## config.mk

```make
export PLATFORM = sky130hd
export DESIGN_NAME = shifter_palette_flat
export DESIGN_NICKNAME = d
export VERILOG_FILES = /design/src/rtl/shifter_palette_pkg.sv /design/src/rtl/shifter_palette_if.sv /design/src/rtl/shifter_palette_regs.sv /design/src/rtl/shifter_palette.sv /design/src/flat_wrapper.sv
export SDC_FILE = /design/constraint.sdc
export NUM_CORES = 1
export LEC_CHECK = 0
export BUFFER_PORTS_ARGS = -buffer_cell sky130_fd_sc_hd__buf_2
export CORE_MARGIN = 10
export CORE_UTILIZATION = 57
export CTS_BUF_LIST = sky130_fd_sc_hd__clkbuf_8
export DETAILED_ROUTE_END_ITERATION = 10
export PLACE_DENSITY_LB_ADDON = 0.2
export SYNTH_ARGS = -nofsm -noshare
export SYNTH_HDL_FRONTEND = slang
export SYNTH_HIERARCHICAL = 1
export SYNTH_SLANG_ARGS = --single-unit
export TNS_END_PERCENT = 5
```

## constraint.sdc

```tcl
create_clock -name pixClk -period 2.3 [get_ports pixClk]
set_input_delay 0.115 -clock pixClk [delete_from_list [all_inputs] [get_ports pixClk]]
set_output_delay 0.115 -clock pixClk [all_outputs]
set_load 0.05 [all_outputs]
```

## src/rtl/shifter_palette_pkg.sv

```systemverilog
// Shared definitions for the shifter palette stage.
//   - resolution encodings, palette depth, channel field masks
//   - expand_nibble(): 3/4-bit palette field -> 4-bit DAC nibble
// Build option: SHIFTER_STE_PALETTE_EN selects 4-bit-per-channel STE entries
// (LSB carried in field bit 3, emitted at the bottom of the nibble).
package shifter_palette_pkg;

  typedef enum logic [1:0] {
    REZ_LOW  = 2'b00,
    REZ_MED  = 2'b01,
    REZ_MONO = 2'b10
  } rez_e;

  localparam int unsigned PAL_ENTRIES = 16;

  localparam logic [15:0] PAL_MASK_ST  = 16'h0777;
  localparam logic [15:0] PAL_MASK_STE = 16'h0FFF;

`ifdef SHIFTER_STE_PALETTE_EN
  localparam bit          STE_EN   = 1'b1;
  localparam logic [15:0] PAL_MASK = PAL_MASK_STE;
`else
  localparam bit          STE_EN   = 1'b0;
  localparam logic [15:0] PAL_MASK = PAL_MASK_ST;
`endif

  // STE keeps the channel LSB in field[3]; plain ST pads the nibble with 0.
  function automatic logic [3:0] expand_nibble(input logic [3:0] field);
    return {field[2:0], field[3] & STE_EN};
  endfunction

endpackage

```

## src/rtl/shifter_palette_if.sv

```systemverilog
// CPU-side palette register port, already synchronised to pixClk.
//   pal_we/pal_re : write / read strobes (one pixClk each)
//   pal_addr      : entry select
//   pal_wdata     : write data (ST/STE word layout)
//   pal_rdata     : readback data, valid while pal_rvalid pulses
// master = bus glue, slave = palette block.
interface shifter_palette_if;
  logic        pal_we;
  logic        pal_re;
  logic [3:0]  pal_addr;
  logic [15:0] pal_wdata;
  logic [15:0] pal_rdata;
  logic        pal_rvalid;

  modport master (
    output pal_we, pal_re, pal_addr, pal_wdata,
    input  pal_rdata, pal_rvalid
  );

  modport slave (
    input  pal_we, pal_re, pal_addr, pal_wdata,
    output pal_rdata, pal_rvalid
  );
endinterface

```

## src/rtl/shifter_palette_regs.sv

```systemverilog
// 16-entry colour palette register file.
//   pixClk, nReset        : clock, async active-low reset (entries <- PAL_RESET)
//   we/addr/wdata         : synchronous write, unimplemented bits dropped
//   re -> rdata/rvalid    : registered CPU readback, one-cycle rvalid pulse
//   lookup_idx/lookup_data: asynchronous pixel lookup (12-bit field view)
//   entry0_lsb            : bit 0 of entry 0, used by the mono path
// Build option: SHIFTER_STE_PALETTE_EN (via the package mask).
module shifter_palette_regs
  import shifter_palette_pkg::*;
#(
  parameter logic [15:0] PAL_RESET = 16'h0000
) (
  input  logic        pixClk,
  input  logic        nReset,
  input  logic        we,
  input  logic        re,
  input  logic [3:0]  addr,
  input  logic [15:0] wdata,
  output logic [15:0] rdata,
  output logic        rvalid,
  input  logic [3:0]  lookup_idx,
  output logic [11:0] lookup_data,
  output logic        entry0_lsb
);

  localparam logic [11:0] FIELD_MASK  = PAL_MASK[11:0];
  localparam logic [11:0] RESET_FIELD = PAL_RESET[11:0] & FIELD_MASK;

  logic [11:0] pal_q [PAL_ENTRIES];
  logic [15:0] rdata_q;
  logic        rvalid_q;

  // Upper nibble of the bus word has no storage behind it.
  logic unused_wdata;
  assign unused_wdata = ^wdata[15:12];

  always_ff @(posedge pixClk or negedge nReset) begin
    if (!nReset) begin
      for (int unsigned i = 0; i < PAL_ENTRIES; i++) begin
        pal_q[i] <= RESET_FIELD;
      end
    end else if (we) begin
      pal_q[addr] <= wdata[11:0] & FIELD_MASK;
    end
  end

  // Read samples the pre-write contents, so a colliding read sees the old value.
  always_ff @(posedge pixClk or negedge nReset) begin
    if (!nReset) begin
      rdata_q  <= 16'h0000;
      rvalid_q <= 1'b0;
    end else begin
      rvalid_q <= re;
      if (re) begin
        rdata_q <= {4'h0, pal_q[addr]};
      end
    end
  end

  assign rdata       = rdata_q;
  assign rvalid      = rvalid_q;
  assign lookup_data = pal_q[lookup_idx];
  assign entry0_lsb  = pal_q[0][0];

endmodule

```

## src/rtl/shifter_palette.sv

```systemverilog
// Shifter output stage: colour index -> palette lookup -> RGB / mono drive.
//   pixClk, nReset            : pixel clock, async active-low reset
//   rez                       : 00 low, 01 med, 1x mono
//   DE, nBlank, color_index   : pixel stream from the shifter
//   pal_bus (slave)           : CPU palette write/readback port
//   R, G, B, mono_out         : colour drive
//   DE_out, nBlank_out        : DE/nBlank delayed to match R/G/B
// Pixel latency is 1 + OUT_REG pixClk.
// Build option: SHIFTER_STE_PALETTE_EN (4-bit STE palette channels).
module shifter_palette
  import shifter_palette_pkg::*;
#(
  parameter int unsigned OUT_REG   = 1,
  parameter logic [15:0] PAL_RESET = 16'h0000
) (
  input  logic              pixClk,
  input  logic              nReset,
  input  logic [1:0]        rez,
  input  logic              DE,
  input  logic              nBlank,
  input  logic [3:0]        color_index,
  shifter_palette_if.slave  pal_bus,
  output logic [3:0]        R,
  output logic [3:0]        G,
  output logic [3:0]        B,
  output logic              mono_out,
  output logic              DE_out,
  output logic              nBlank_out
);

  // Stage 1 registers
  logic [3:0] ci_q;
  logic       de_q;
  logic       nblank_q;
  rez_e       rez_q;

  always_ff @(posedge pixClk or negedge nReset) begin
    if (!nReset) begin
      ci_q     <= 4'h0;
      de_q     <= 1'b0;
      nblank_q <= 1'b0;
      rez_q    <= REZ_LOW;
    end else begin
      ci_q     <= color_index;
      de_q     <= DE;
      nblank_q <= nBlank;
      rez_q    <= rez_e'(rez);
    end
  end

  logic [3:0]  idx;
  logic [11:0] entry;
  logic        entry0_lsb;
  logic        white;

  // Border (DE low) shows entry 0; medium res only has four colours.
  always_comb begin
    idx = de_q ? ci_q : 4'h0;
    if (rez_q == REZ_MED) begin
      idx = {2'b00, idx[1:0]};
    end
  end

  shifter_palette_regs #(
    .PAL_RESET (PAL_RESET)
  ) u_regs (
    .pixClk      (pixClk),
    .nReset      (nReset),
    .we          (pal_bus.pal_we),
    .re          (pal_bus.pal_re),
    .addr        (pal_bus.pal_addr),
    .wdata       (pal_bus.pal_wdata),
    .rdata       (pal_bus.pal_rdata),
    .rvalid      (pal_bus.pal_rvalid),
    .lookup_idx  (idx),
    .lookup_data (entry),
    .entry0_lsb  (entry0_lsb)
  );

  // Entry 0 bit 0 inverts the mono screen polarity.
  assign white = idx[0] ^ entry0_lsb;

  logic [3:0] r_s1, g_s1, b_s1;
  logic       mono_s1;

  always_comb begin
    r_s1    = 4'h0;
    g_s1    = 4'h0;
    b_s1    = 4'h0;
    mono_s1 = 1'b0;
    if (nblank_q) begin
      if (rez_q[1]) begin
        r_s1    = {4{white}};
        g_s1    = {4{white}};
        b_s1    = {4{white}};
        mono_s1 = white;
      end else begin
        r_s1 = expand_nibble(entry[11:8]);
        g_s1 = expand_nibble(entry[7:4]);
        b_s1 = expand_nibble(entry[3:0]);
      end
    end
  end

  if (OUT_REG != 0) begin : g_out_reg
    always_ff @(posedge pixClk or negedge nReset) begin
      if (!nReset) begin
        R          <= 4'h0;
        G          <= 4'h0;
        B          <= 4'h0;
        mono_out   <= 1'b0;
        DE_out     <= 1'b0;
        nBlank_out <= 1'b0;
      end else begin
        R          <= r_s1;
        G          <= g_s1;
        B          <= b_s1;
        mono_out   <= mono_s1;
        DE_out     <= de_q;
        nBlank_out <= nblank_q;
      end
    end
  end else begin : g_out_comb
    assign R          = r_s1;
    assign G          = g_s1;
    assign B          = b_s1;
    assign mono_out   = mono_s1;
    assign DE_out     = de_q;
    assign nBlank_out = nblank_q;
  end

endmodule

```

## src/flat_wrapper.sv

```systemverilog
// flat-port wrapper written by rule: the top's interface ports become plain ports
module shifter_palette_flat import shifter_palette_pkg::*;
#(
  parameter int unsigned OUT_REG   = 1,
  parameter logic [15:0] PAL_RESET = 16'h0000
)
  (pixClk, nReset, rez, DE, nBlank, color_index, R, G, B, mono_out, DE_out, nBlank_out, pal_bus_pal_we, pal_bus_pal_re, pal_bus_pal_addr, pal_bus_pal_wdata, pal_bus_pal_rdata, pal_bus_pal_rvalid);
  shifter_palette_if pal_bus_i ();
  input  logic pixClk;
  input  logic nReset;
  input  logic [1:0] rez;
  input  logic DE;
  input  logic nBlank;
  input  logic [3:0] color_index;
  output logic [3:0] R;
  output logic [3:0] G;
  output logic [3:0] B;
  output logic mono_out;
  output logic DE_out;
  output logic nBlank_out;
  input wire logic [$bits(pal_bus_i.pal_we)-1:0] pal_bus_pal_we;
  input wire logic [$bits(pal_bus_i.pal_re)-1:0] pal_bus_pal_re;
  input wire logic [$bits(pal_bus_i.pal_addr)-1:0] pal_bus_pal_addr;
  input wire logic [$bits(pal_bus_i.pal_wdata)-1:0] pal_bus_pal_wdata;
  output wire logic [$bits(pal_bus_i.pal_rdata)-1:0] pal_bus_pal_rdata;
  output wire logic [$bits(pal_bus_i.pal_rvalid)-1:0] pal_bus_pal_rvalid;
  assign pal_bus_i.pal_we = pal_bus_pal_we;
  assign pal_bus_i.pal_re = pal_bus_pal_re;
  assign pal_bus_i.pal_addr = pal_bus_pal_addr;
  assign pal_bus_i.pal_wdata = pal_bus_pal_wdata;
  assign pal_bus_pal_rdata = pal_bus_i.pal_rdata;
  assign pal_bus_pal_rvalid = pal_bus_i.pal_rvalid;
  shifter_palette #(.OUT_REG(OUT_REG), .PAL_RESET(PAL_RESET)) u_core (.pixClk(pixClk), .nReset(nReset), .rez(rez), .DE(DE), .nBlank(nBlank), .color_index(color_index), .pal_bus(pal_bus_i), .R(R), .G(G), .B(B), .mono_out(mono_out), .DE_out(DE_out), .nBlank_out(nBlank_out));
endmodule
```

==> results.yml, run 1 <==
sta:
  finalSetupViolCount: 0
  rsz0062_at_grt: "false"
  max_freq_mhz: 443.9
  fin_crit_ps: 2253
  finalClockSkew_ps: 10.02
  setup_tns_ps: 0
  slew_headroom: 0.5408
  hold_viol_final: 0
  worst_slew_pin_slew_ps: 688.1
  finalCritPeriodShare: 0.9794
  worst_slack_ps: 47.38
  final_max_slew_viol_count: 0
yosys:
  ys_warn_count: 6
  netlist_instances: 606
  syn_area_per_cell_um2: 14.70
  synth_area_um2: 8909
cts:
  clkTransAtPathRegs_ps: 90
  htree_levels: 4
  cts_root_buf: "clkbuf_8"
  clock_latency_ps: 470
  cts.path.max_buffers: 2
  cts_made_buffers: 17
  cts_tree: "done"
  cts.sinks: 174
critical_path:
  cp_data_required_time_ps: 2630
  worst_ep_arrival_time_ps: 2590
  end_kind: "flip-flop"
  cp-start-kind: "flip-flop"
  worstSetupPathType: "flip-flop to flip-flop"
  rr_startpoint: "u_core/ci_q[0]$_DFF_PN0_"
  cp_max_fo: 8
  rr_worst_depth: 6
  startpoint: "u_core/ci_q[0]$_DFF_PN0_"
  r2r_setup_slack_ps: 50
outcome:
  status: "complete, no violations"
floorplan:
  core_area_um2: 15260
  die_w_um: 145.0
  die_y_um: 145.0
  ios: 64
  die_area_um2: 21030
  core.rowCount: 45
  initial_core_util: 0.5838
power_and_ir_drop:
  leakagePower_uw: 0.004353
  ir_drop_mv: 0.4115
  pwr-share-comb: 0.243
  net-switching-power_uw: 2582
  pwr-share-seq: 0.493
  netSwitchingFraction: 0.3025
  finalPower_uw: 8536
  p_int_uw: 5954
  power_density_nw_per_um2: 847.9
  p_clk_frac: 0.264
placement:
  portBuffers: 49
  hpwlAfterDp_um: 15860
  dp_cells: 851
  pre_cts_slack_ps: 44.19
  globalplace.congestion: 0.8299
route:
  ant_nets: 0
  vias: 5752
  totalWireLength_um: 23120
  wl_per_cell_um: 25.86
  drt_iter0_markers: 483
  viasPerCell: 6.434
  drc: 0
  drt-pass1-iter-count: 5
global_route:
  grt-ovfl-total: 0
  grt_max_degree: 56
  grt_pass1_wl_um: 35650
  track_usage: 0.2187
  grt_antenna_before_repair: 1
  grt_pass1_vias: 6035
layout:
  areaGrowthSynthToFinish_pct: 13.01
  insertedDiodeCount: 0
  n_fill_cell: 1117
  nNetsFinal: 702
  fin_cells: 894
  drive_gt1_frac: 0.4553
min_path:
  hold_depth: 2
  min_path_type: "input port to flip-flop"
  hp-start: "pal_bus_pal_wdata[10]"
job:
  drv_cap: 0
through the flow:
stage / utilization / area, µm² / hold slack [ps]
CTS: 0.6580 / 10040 / 75.14
global route: 0.6598 / 10070 / 102.7
floorplan: - / 8931 / -180.6
global placement: 0.6234 / 9512 / 107.8
detailed placement: 0.6234 / 9512 / 108.4
finish: 0.6598 / 10070 / 106.4
what timing repair did:
item	in CTS	in global routing
endpoints found under the setup margin	0	7
hold endpoints to repair	61	0
hold buffers	10	0
gates resized for setup	0	6
buffers inserted	0	0
layout by cell type, fill, tap and decap left out, drive strengths merged, types with 5 or more instances in the layout:
cell         count
buf             82
conb             7
a31oi           18
dfrtp          174
clkbuf          20
mux4            54
o32ai            6
clkinvlp         5
nand3            5
o21ai           15
a221oi           6
o22ai           12
mux2           144
nand3b           7
mux2i           54
nand2            7
nor2            30
dlygate4sd3     10
registers in the layout, summed over array words and instances (netlist names), 2 cells and up:
name	flops
u_core/R	3
u_core/ci_q	4
u_core/rez_q	2
u_core/u_regs/pal_q	143
u_core/G	3
u_core/u_regs/rdata	9
u_core/B	3
area by class of cell:
type,count,area [µm²],area share
multi-input combinational,384,4247,0.4218
timing repair buffer,93,774.5,0.07693
tap,211,264.0,0.02622
clock inverter,13,166.4,0.01653
sequential,174,4354,0.4325
clock buffer,19,261.5,0.02598
final timing paths:
kind,to
worst max-delay path,u_core/R[1]$_DFF_PN0_
worst min-delay path,u_core/u_regs/pal_q[130]$_DFFE_PN0P_
worst max register to register,u_core/R[1]$_DFF_PN0_
worst min register to register,u_core/DE_out$_DFF_PN0_
max in group asynchronous,u_core/u_regs/pal_q[38]$_DFFE_PN0P_
min in group asynchronous,u_core/mono_out$_DFF_PN0_
power by group through the flow:
stage	Combinational, µW	Clock [µW]	Sequential, µW
2_1_floorplan	1420	0	4240
3_3_place_gp	1980	0	4190
3_5_place_dp	2050	0	4250
4_1_cts	2070	2290	4190
5_1_grt	2220	2420	4280
6_report	2080	2250	4210
critical path, cell delays in order, from the launching register on:
cell and delay, ps:
dfrtp_1 350, and2_4 220, clkbuf_16 190, mux4_1 550, mux4_2 530, o21ai_0 200
a31oi_1 70
routing by layer:
metal / wire (µm) / GRT usage / share of wire / up-vias
met3: 1655 / 0.04750 / 0.072 / 46
met4: 669 / 0.09551 / 0.029 / 2
met1: 9493 / 0.2770 / 0.41 / 2997
met2: 11290 / 0.3547 / 0.49 / 260
li1: - / - / - / 2447
met5: 13 / 0 / 0.00056 / -
Power figures use the tool's default switching activity.
==> run 2, diff against run 1 <==
--- a/config.mk
+++ b/config.mk
@@ -6,6 +6,7 @@
 export NUM_CORES = 1
 export LEC_CHECK = 0
 export BUFFER_PORTS_ARGS = -buffer_cell sky130_fd_sc_hd__buf_2
+export CAP_MARGIN = 10
 export CORE_MARGIN = 10
 export CORE_UTILIZATION = 57
 export CTS_BUF_LIST = sky130_fd_sc_hd__clkbuf_8
==> constraint.sdc (replaced) <==
create_clock -name pixClk -period 2.3 [get_ports pixClk]
set_input_delay 0.23 -clock pixClk [delete_from_list [all_inputs] [get_ports pixClk]]
set_output_delay 0.23 -clock pixClk [all_outputs]
set_load 0.05 [all_outputs]
==> results.yml, run 2 (same netlist as run 1, synthesis figures left out) <==
power_and_ir_drop:
  finalPower_uw: 8286
  leakagePower_uw: 0.004381
  pwr-share-seq: 0.509
  netSwitchingFraction: 0.2994
  p_clk_frac: 0.243
  p_int_uw: 5805
  power_density_nw_per_um2: 828.3
  net-switching-power_uw: 2481
  pwr-share-comb: 0.248
  ir_drop_mv: 0.6238
sta:
  setup_tns_ps: 0
  finalClockSkew_ps: 8.364
  final_max_slew_viol_count: 0
  max_freq_mhz: 449.7
  slew_headroom: 0.4477
  rsz0062_at_grt: "false"
  finalCritPeriodShare: 0.9668
  finalSetupViolCount: 0
  fin_crit_ps: 2224
  hold_viol_final: 0
  worst_slew_pin_slew_ps: 828.4
layout:
  nNetsFinal: 716
  insertedDiodeCount: 0
  largest_register_ffs: 143
  multi_input_area_um2: 4238
  seqCellArea_um2: 4354
  areaGrowthSynthToFinish_pct: 12.29
  final_common_cell: "dfrtp_1"
  n_fill_cell: 1121
  drive_gt1_frac: 0.4654
  mostFrequentLayoutCells: "dfrtp_1 (174), mux2_2 (144), mux2i_1 (54)"
  regMostFlops: "u_core/u_regs/pal_q"
  fin_cells: 905
floorplan:
  core.rowCount: 45
  ios: 64
  die_y_um: 145.0
  core_area_um2: 15260
  die_w_um: 145.0
  initial_core_util: 0.5838
  die_area_um2: 21030
min_path:
  hold_depth: 1
  min_path_type: "input port to flip-flop"
  hp-start: "pal_bus_pal_re"
  hold_end: "u_core/u_regs/rvalid$_DFF_PN0_"
critical_path:
  rr_worst_depth: 6
  cp_max_fo: 14
  rr_startpoint: "u_core/de_q$_DFF_PN0_"
  crit_buf_inv: 1
  cp-start-kind: "flip-flop"
  worstSetupPathType: "flip-flop to flip-flop"
  cp_data_required_time_ps: 2640
  path_delay_family: "multiplexers"
  end_kind: "flip-flop"
  r2r-end: "u_core/R[1]$_DFF_PN0_"
  worstPathCellList: "and2_4, buf_12, mux4_1, mux4_2, o21ai_1, a31oi_1"
  worst_ep_arrival_time_ps: 2560
  critPathMaxStageDelay_ps: 570
  r2r_setup_slack_ps: 80
  cp_slowest_cell: "mux4_1"
cts:
  clock_latency_ps: 470
  clkTransAtPathRegs_ps: 80
  cts_tree: "done"
  cts_root_buf: "clkbuf_8"
  cts.path.max_buffers: 2
  cts_setup_buffers: 0
  cts.sinks: 174
  htree_levels: 4
  cts_made_buffers: 17
placement:
  portBuffers: 49
  hpwlAfterDp_um: 16090
  dp_cells: 867
  globalplace.congestion: 0.8498
route:
  ant_nets: 0
  drt-pass1-iter-count: 5
  wl_per_cell_um: 25.72
  viasPerCell: 6.454
  vias: 5841
  totalWireLength_um: 23280
  drt_iter0_markers: 504
  drc: 0
global_route:
  grt-ovfl-total: 0
  grt_max_degree: 71
  track_usage: 0.2207
  grt_pass1_wl_um: 36210
  grt_antenna_before_repair: 0
  grt_pass1_vias: 6135
job:
  drv_cap: 0
outcome:
  status: "complete, no violations"
run 2: cell type report:
cell class / instances / area share
multi-input cells: 384 / 0.4236
clock buffers: 19 / 0.02614
flip-flops and latches: 174 / 0.4353
clock inverters: 10 / 0.01013
well taps: 211 / 0.02639
repair buffers: 107 / 0.07842
run 2: stage by stage:
step / utilization / hold slack [ps] / instance area [µm²] / worst slack, ps
floorplan: - / -65.59 / 8931 / 144.2
global placement: 0.6263 / 275.1 / 9557 / 29.59
detailed placement: 0.6263 / 293.2 / 9557 / 6.786
CTS: 0.6561 / 91.25 / 10010 / 46.73
global route: 0.6556 / 116.6 / 10000 / 4.558
finish: 0.6556 / 116.8 / 10000 / 76.28
run 2: layer usage:
| layer | vias to the layer above | share of wire | GRT usage |
|---|---|---|---|
| li1 | 2463 | - | - |
| met1 | 3112 | 0.43 | 0.2876 |
| met2 | 217 | 0.48 | 0.3437 |
| met3 | 49 | 0.064 | 0.05744 |
| met4 | 0 | 0.029 | 0.09142 |
| met5 | - | 0 | 0 |
run 2: how the worst max path moves through the flow:
stage	start	to	slack, ps	depth (start not counted)
after global routing	u_core/de_q$_DFF_PN0_	u_core/R[1]$_DFF_PN0_	5	6
after detailed placement	u_core/ci_q[0]$_DFF_PN0_	u_core/R[1]$_DFF_PN0_	7	6
final	u_core/de_q$_DFF_PN0_	u_core/R[1]$_DFF_PN0_	80	6
after global placement	u_core/de_q$_DFF_PN0_	u_core/B[2]$_DFF_PN0_	30	6
after CTS	u_core/de_q$_DFF_PN0_	u_core/R[1]$_DFF_PN0_	50	6
after floorplan	u_core/de_q$_DFF_PN0_	u_core/B[2]$_DFF_PN0_	140	7
run 2: power groups by stage:
stage / Combinational [µW] / Sequential, µW / Clock, µW
5_1_grt: 2200 / 4280 / 2200
2_1_floorplan: 1420 / 4240 / 0
3_5_place_dp: 2040 / 4250 / 0
6_report: 2060 / 4210 / 2010
4_1_cts: 2060 / 4190 / 2060
3_3_place_gp: 1970 / 4190 / 0
run 2: timing repair:
action	4_1_cts	5_1_grt
endpoints found under the hold margin	75	0
endpoints found under the setup margin	1	6
hold buffers	9	0
resized for setup	1	8
==> run 3, diff against run 2 <==
--- a/config.mk
+++ b/config.mk
@@ -11,6 +11,7 @@
 export CORE_UTILIZATION = 57
 export CTS_BUF_LIST = sky130_fd_sc_hd__clkbuf_8
 export DETAILED_ROUTE_END_ITERATION = 10
+export GPL_TIMING_DRIVEN = 0
 export PLACE_DENSITY_LB_ADDON = 0.2
 export SYNTH_ARGS = -nofsm -noshare
 export SYNTH_HDL_FRONTEND = slang
==> constraint.sdc (replaced) <==
create_clock -name pixClk -period 2.3 [get_ports pixClk]
set_input_delay 0.46 -clock pixClk [delete_from_list [all_inputs] [get_ports pixClk]]
set_output_delay 0.46 -clock pixClk [all_outputs]
set_load 0.05 [all_outputs]
==> results.yml, run 3 (same netlist as run 1, synthesis figures left out) <==
outcome:
  status: "complete, no violations"
floorplan:
  initial_core_util: 0.5838
  die_w_um: 145.0
  core.rowCount: 45
  die_area_um2: 21030
  ios: 64
  core_area_um2: 15260
  die_y_um: 145.0
global_route:
  grt_antenna_before_repair: 0
  grt_pass1_vias: 6244
  track_usage: 0.2257
  top_usage_layer: "met2"
  grt_util_met3: 0.06116
  use_met2: 0.3572
  grt_max_degree: 131
  grt_pass1_wl_um: 36670
  grt-ovfl-total: 0
  gr-usage-met1: 0.2841
critical_path:
  worstSetupPathType: "flip-flop to flip-flop"
  end_kind: "flip-flop"
  cp-start-kind: "flip-flop"
  cp_data_required_time_ps: 2630
  cp_max_fo: 5
  worst_ep_arrival_time_ps: 2620
cts:
  cts_made_buffers: 17
  clock_latency_ps: 460
  cts_root_buf: "clkbuf_8"
  cts_tree: "done"
  cts.path.max_buffers: 2
  cts.sinks: 174
  htree_levels: 4
  clkTransAtPathRegs_ps: 80
layout:
  mostFrequentLayoutCells: "dfrtp_1 (173), mux2_2 (144), buf_2 (57)"
  largest_register_ffs: 143
  areaGrowthSynthToFinish_pct: 12.37
  fin_cells: 910
  regMostFlops: "u_core/u_regs/pal_q"
  insertedDiodeCount: 0
  final_common_cell: "dfrtp_1"
  n_fill_cell: 1105
  drive_gt1_frac: 0.4678
  finish.instance_area_um2: 10010
  nNetsFinal: 720
route:
  drt_iter0_markers: 517
  totalWireLength_um: 23990
  drc: 0
  vias: 5945
  ant_nets: 0
  wl_per_cell_um: 26.36
  drt-pass1-iter-count: 5
  viasPerCell: 6.533
sta:
  final_max_slew_viol_count: 0
  hold_viol_final: 0
  worst_slew_pin_slew_ps: 757.6
  worst_slack_ps: 10.20
  max_freq_mhz: 436.7
  finalSetupViolCount: 0
  finalCritPeriodShare: 0.9956
  fin_crit_ps: 2290
  slew_headroom: 0.4944
  worst_hold_slack_ps: 110.1
  rsz0062_at_grt: "true"
  setup_tns_ps: 0
  finalClockSkew_ps: 11.65
placement:
  place_area_um2: 9468
  hpwlAfterDp_um: 16470
  globalplace.congestion: 0.9225
  portBuffers: 47
  pre_cts_slack_ps: -211.9
  dp_cells: 871
min_path:
  min_path_type: "input port to flip-flop"
job:
  drv_cap: 0
power_and_ir_drop:
  power_density_nw_per_um2: 840.9
  ir_drop_mv: 0.5603
  leakagePower_uw: 0.004356
[run 3: changes by cell type in the layout (fill, tap and decap cells not counted), sizes merged]
cell,previous run,this run
dlygate4sd3,9,1
clkbuf,19,40
clkinvlp,2,1
clkinv,3,4
buf,98,90
[run 3: path summary, 6_finish.rpt]
path,end,cells after the start,start,slack [ps]
min reg2reg,u_core/u_regs/pal_q[86]$_DFFE_PN0P_,1,u_core/u_regs/pal_q[86]$_DFFE_PN0P_,530
min,u_core/ci_q[0]$_DFF_PN0_,1,color_index[0],110
min in group asynchronous,u_core/mono_out$_DFF_PN0_,2,nReset,480
max,u_core/B[2]$_DFF_PN0_,7,u_core/de_q$_DFF_PN0_,10
max reg2reg,u_core/B[2]$_DFF_PN0_,7,u_core/de_q$_DFF_PN0_,10
max in group asynchronous,u_core/u_regs/pal_q[169]$_DFFE_PN0P_,3,nReset,910
[run 3: timing repair]
action,in CTS,in global routing
pin swaps,1,2
gates cloned,1,3
endpoints found under the setup margin,9,8
resized for setup,16,13
hold buffers,1,0
setup buffers,4,0
hold endpoints to repair,44,0
[run 3: report_power, final]
| group | leakage, µW | internal [µW] | switching (µW) | total [µW] |
|---|---|---|---|---|
| clock | 0.000204 | 1020 | 1030 | 2050 |
| sequential | 0.00213 | 3710 | 507 | 4210 |
| combinational | 0.00202 | 1150 | 1010 | 2160 |
[run 3: metal layers]
metal | wire [µm] | share of wire | up-vias
met2 | 11550 | 0.48 | 300
li1 | - | - | 2469
met3 | 1864 | 0.078 | 56
met4 | 864 | 0.036 | 0
met5 | 0 | 0 | -
met1 | 9712 | 0.40 | 3120
[run 3: per-stage QoR]
step                        util  total power (µW)
after global placement    0.6180              6203
after floorplan                -              5654
after CTS                 0.6515              8400
final                     0.6561              8418
after global routing      0.6561              8805
after detailed placement  0.6205              6338
[run 3: layout make-up]
| class | instances | area (µm²) | area share |
|---|---|---|---|
| flip-flops and latches | 174 | 4355 | 0.4351 |
| multi-input cells | 384 | 4234 | 0.4229 |
| repair buffers | 57 | 415.4 | 0.04149 |
| well taps | 211 | 264.0 | 0.02637 |
| plain buffers | 54 | 367.9 | 0.03675 |
| clock inverters | 10 | 98.84 | 0.009874 |
| clock buffers | 20 | 275.3 | 0.02750 |
[run 3: critical path, cell delays in order (launching register included)]
cell and delay, ps:
dfrtp_2 380, and2_4 180, buf_12 150, buf_12 140, mux4_1 570, mux4_2 550, o21ai_2 140, a31oi_1 60
